--- config.mk ---
export PLATFORM = sky130hd
export DESIGN_NAME = muldiv_sequencer
export DESIGN_NICKNAME = d
export VERILOG_FILES = /design/src/rtl/muldiv_sequencer.sv
export SDC_FILE = /design/constraint.sdc
export NUM_CORES = 1
export LEC_CHECK = 0
export BUFFER_PORTS_ARGS = -buffer_cell sky130_fd_sc_hd__buf_2
export CORE_AREA = 2 2 77 134
export DETAILED_ROUTE_END_ITERATION = 8
export DIE_AREA = 0 0 79 136
export PLACE_DENSITY = 0.85
export SLEW_MARGIN = 10
export SYNTH_ARGS = -nofsm -noshare
export SYNTH_HDL_FRONTEND = slang
export SYNTH_SLANG_ARGS = --single-unit
--- constraint.sdc ---
create_clock -name clk -period 7.1 [get_ports clk]
set_input_delay 1.42 -clock clk [delete_from_list [all_inputs] [get_ports clk]]
set_output_delay 1.42 -clock clk [all_outputs]
set_load 0.01 [all_outputs]
--- src/rtl/muldiv_sequencer.sv ---
// Iterative unsigned multiply/divide unit: one bit per clock, shift-add multiply
// and restoring divide sharing one 2*DATA_WIDTH accumulator.
module muldiv_sequencer #(
    parameter int unsigned DATA_WIDTH = 16,
    parameter logic [3:0]  MUL_CODE   = 4'b0001,
    parameter logic [3:0]  DIV_CODE   = 4'b0010
) (
    input  logic                  clk,
    input  logic                  rst_n,
    input  logic                  start,
    input  logic [3:0]            func_code,
    input  logic [DATA_WIDTH-1:0] op_a,
    input  logic [DATA_WIDTH-1:0] op_b,
    input  logic                  flush,
    output logic                  busy,
    output logic                  stall,
    output logic                  done,
    output logic [DATA_WIDTH-1:0] result_lo,
    output logic [DATA_WIDTH-1:0] result_hi,
    output logic                  exc_div0
);
    localparam int unsigned W     = DATA_WIDTH;
    localparam int unsigned CNT_W = 5;
    localparam logic [CNT_W-1:0] LAST_CNT = CNT_W'(DATA_WIDTH - 1);

    typedef enum logic [1:0] {S_IDLE, S_MUL, S_DIV, S_DONE} state_e;

    state_e           state_q, state_d;
    logic [CNT_W-1:0] cnt_q, cnt_d;
    logic [2*W-1:0]   acc_q, acc_d;
    logic [W-1:0]     opnd_q, opnd_d;
    logic             busy_q, busy_d;
    logic             done_q, done_d;
    logic             exc_div0_q, exc_div0_d;
    logic [W-1:0]     result_lo_q, result_lo_d;
    logic [W-1:0]     result_hi_q, result_hi_d;

    logic             is_mul, is_div, accept, div0;
    logic [W:0]       mul_sum, div_shift, div_diff;
    logic [2*W-1:0]   mul_next, div_next;

    assign is_mul = (func_code == MUL_CODE);
    assign is_div = (func_code == DIV_CODE);
    assign accept = start && (is_mul || is_div) && !flush
                    && ((state_q == S_IDLE) || (state_q == S_DONE));
    assign div0   = accept && !is_mul && (op_b == '0);

    // One iteration of each algorithm; acc holds {hi, lo} = {partial, multiplier} or {remainder, dividend/quotient}
    always_comb begin
        mul_sum   = {1'b0, acc_q[2*W-1:W]} + {1'b0, opnd_q & {W{acc_q[0]}}};
        mul_next  = {mul_sum, acc_q[W-1:1]};
        div_shift = {acc_q[2*W-1:W], acc_q[W-1]};
        div_diff  = div_shift - {1'b0, opnd_q};
        if (div_diff[W]) begin
            div_next = {div_shift[W-1:0], acc_q[W-2:0], 1'b0};
        end else begin
            div_next = {div_diff[W-1:0], acc_q[W-2:0], 1'b1};
        end
    end

    always_ff @(posedge clk or negedge rst_n) begin
        if (!rst_n) begin
            state_q     <= S_IDLE;
            cnt_q       <= '0;
            acc_q       <= '0;
            opnd_q      <= '0;
            busy_q      <= 1'b0;
            done_q      <= 1'b0;
            exc_div0_q  <= 1'b0;
            result_lo_q <= '0;
            result_hi_q <= '0;
        end else begin
            state_q     <= state_d;
            cnt_q       <= cnt_d;
            acc_q       <= acc_d;
            opnd_q      <= opnd_d;
            busy_q      <= busy_d;
            done_q      <= done_d;
            exc_div0_q  <= exc_div0_d;
            result_lo_q <= result_lo_d;
            result_hi_q <= result_hi_d;
        end
    end

    // Next state, iteration counter and datapath registers
    always_comb begin
        state_d = state_q;
        cnt_d   = cnt_q;
        acc_d   = acc_q;
        opnd_d  = opnd_q;
        case (state_q)
            S_IDLE, S_DONE: begin
                state_d = S_IDLE;
                cnt_d   = '0;
                if (accept && !div0) begin
                    if (is_mul) begin
                        state_d = S_MUL;
                        acc_d   = {W'(0), op_b};
                        opnd_d  = op_a;
                    end else begin
                        state_d = S_DIV;
                        acc_d   = {W'(0), op_a};
                        opnd_d  = op_b;
                    end
                end
            end
            S_MUL, S_DIV: begin
                acc_d = (state_q == S_MUL) ? mul_next : div_next;
                cnt_d = cnt_q + CNT_W'(1);
                if (flush) begin
                    state_d = S_IDLE;
                    cnt_d   = '0;
                end else if (cnt_q == LAST_CNT) begin
                    state_d = S_DONE;
                end
            end
            default: state_d = S_IDLE;
        endcase
    end

    // Registered strobes/results follow the next state; stall is the only combinational output
    always_comb begin
        busy_d      = (state_d == S_MUL) || (state_d == S_DIV);
        done_d      = (state_d == S_DONE);
        exc_div0_d  = div0;
        result_lo_d = result_lo_q;
        result_hi_d = result_hi_q;
        if (state_d == S_DONE) begin
            if (state_q == S_MUL) begin
                {result_hi_d, result_lo_d} = mul_next;
            end else begin
                {result_hi_d, result_lo_d} = div_next;
            end
        end
        stall = rst_n && (busy_q || (accept && !div0));
    end

    assign busy      = busy_q;
    assign done      = done_q;
    assign exc_div0  = exc_div0_q;
    assign result_lo = result_lo_q;
    assign result_hi = result_hi_q;

endmodule

==> metrics <==
status=finished clean; Yosys top cell area share=37.48%; drt wl/cell=19.17 um; DR vias=5,397; CP Cell Sequence=buf_2 > nor4b_2 > buf_4 > nor3_1 > or2_2 > o32ai_1 > ha_2 > buf_4 > clkinv_1 > o31a_1; Worst slew margin=30.58%; Max FO, Critical Path=60; Clk Latency, worst-skew pair=0.35 ns; post-cts gate resize count=0; layout cell share with drive strength beyond 1=15.34%; Crit path max-delay family=buffers and inverters; flop2flop setup slack=2.69 ns; H-Tree Level Count=3; CTS buffer count=9; count of cell types in the netlist=63; fraction of the mapped netlist area in simple logic gates=14.99%; most used cell, CP=buf_4; Final Core Density=69.32%; maximum clock insertion buffer count=2; # IOs=76; post-detail-place hpwl=11.79 mm; largest net degree at the start of global routing=61; initial cell density of the core=61.75%; Post-Syn Area=6008 um^2; Avg Inst Size Synth=9.145 um^2; Setup TNS=0 ns; EDFF count, synth=0; Tmin final=5.025 ns; initial antenna violation count=0; Max stage delay on crit path=0.67 ns; Max-Cap Viols=0; TritonCTS clock tree=built; die area=10,740 um^2; combinational family with the most area after synthesis=compound AO/OA/AOI/OAI gates; asr flop ratio synth=100.0%; RSZ-0062 raised after global routing=false; startpoint types=input port; Layout area overhead=12.24%; Critical Path AT=5.25 ns; Net Count, Synth=736; worst setup path class=in -> reg; number of synthesized register bits=90; sequential share of the synthesized area=37.48%; Die Span Y=136 um; Worst EP required=7.32 ns; Critical Path Slowest Stage Cell=or2_2; # hold bufs at CTS=0; PortBufs=75; Peak VDD IR=0.3694 mV; commonest cells after routing, fill and taps aside=90 x dfrtp_1, 74 x buf_2, 65 x nand2_1; Leakage=3.141 nW; DIE WIDTH=79 um; final worst slack=2.075 ns; slew at the pin with the worst max-slew slack=1.041 ns; Post-Synth XOR/XNOR Area=3.499%; compound-cell area share of the yosys netlist=21.05%; final net count=791; fin crit share=70.77%; Final Skew=0.01028 ns; Main synth FF type=dfrtp_1; Final Hold Vio Count=0; DRT Pass-1 Iters=5; DRC viols=0; most common cell after layout, fill and taps aside=dfrtp_1; aggregate global routing overflow=0; first-iteration detailed-routing DRC count=398; Fmax=0.1990 GHz; mux cell area share after synthesis=10.25%; vias per cell=6.410; Hold WC Path Type=reg -> reg; Mapped Cells=657; core area=9729 um^2; Critical Path End Type=register; Final ANT Viol Nets=0; routed wire length=16.14 mm; Power, Total=2.953 mW; largest area contributor in the netlist=dfrtp_1; number of global-route vias before repair=5,508; clk root buf=clkbuf_16; synth top area cells=dfrtp_1 37%, mux2i_1 9.5%, ha_1 7.7%, a21oi_1 4.5%, nand2_1 4.1%; # clock sinks=90; Post-Synth Adder-Cell Area=8.372%; Yosys warnings=0; RePlAce Congestion=0.9201; # Post-CTS Setup Buffers=0; worst slack, placed=1.762 ns; # diodes=0; first-pass GRT wire length=26.23 mm; Final Max Slew Viols=0; Power per Cell Area=437.9 nW/um^2; final setup violation count=0; Clock transition at path regs=0.06 ns; all-layer global routing usage=31.39%; Worst Path Buf+Inv=4; std cell rows=48
## routing by layer
layer / global-route usage, % / share of wire (%) / vias up
li1: - / - / 2511
met1: 35.82 / 38 / 2607
met2: 54.24 / 52 / 231
met3: 4.914 / 5.2 / 48
met4: 19.35 / 5.1 / 0
met5: 0 / 0 / -
## layout make-up
class | count | area (um^2)
multi-input cells | 501 | 3506
well taps | 125 | 156.4
clock inverters | 6 | 62.56
flip-flops and latches | 90 | 2252
repair buffers | 80 | 415.4
clock buffers | 10 | 239.0
fillers | 788 | 2985
inverters | 30 | 112.6
## cells by family after synthesis
kind of cell,after synthesis
AO/OA/AOI/OAI,191
XOR/XNOR,24
flip-flops,90
buffers and inverters,66
AND/OR/NAND/NOR,186
multiplexers,61
adder cells (fa/ha/maj),39
## cells in the mapped netlist, drive strengths merged (14+ instances only)
cell type	number
dfrtp	90
and2	21
o21ai	43
a21oi	55
nand2	65
nor2	34
nand3	14
clkbuf	25
o221ai	16
nor3	16
inv	29
mux2i	57
ha	37
xnor2	16
## sequential cells by signal (all words and copies together) (netlist names), 2 cells and up
signal,cells
state_q,2
opnd_q,16
acc_q,32
cnt_q,5
result_lo,16
result_hi,16
## worst paths after layout
check	start	end	depth (start not counted)
worst max register to register	state_q[1]	result_hi[6]	9
worst min-delay path	cnt_q[0]	cnt_q[0]	1
worst min register to register	cnt_q[0]	cnt_q[0]	1
max in group asynchronous	rst_n	opnd_q[14]	2
worst max-delay path	func_code[1]	result_hi[6]	10
min in group asynchronous	rst_n	result_lo[2]	1
## worst register-to-register path, cell delays in order, from the launching register on
cell and delay (ns):
dfrtp_1 0.37, inv_1 0.06, ha_2 0.82, nand3_1 0.19
or2_2 0.71, o32ai_1 0.40, ha_2 0.28, buf_4 0.41
clkinv_1 0.60, o31a_1 0.45
## per-stage QoR
step	instances	cell area [um^2]	hold WS (ns)
finish	842	6744	0.4652
global route	842	6744	0.5008
CTS	842	6744	0.4711
detailed placement	826	6442	0.4628
global placement	826	6442	0.4502
floorplan	657	6008	0.4309
## where the power goes
part | total (mW) | switching [mW] | internal (mW)
combinational | 1.66 | 0.973 | 0.690
sequential | 0.807 | 0.156 | 0.651
clock | 0.483 | 0.200 | 0.283
total | 2.95 | 1.33 | 1.62
(Power assumes the default switching activity.)
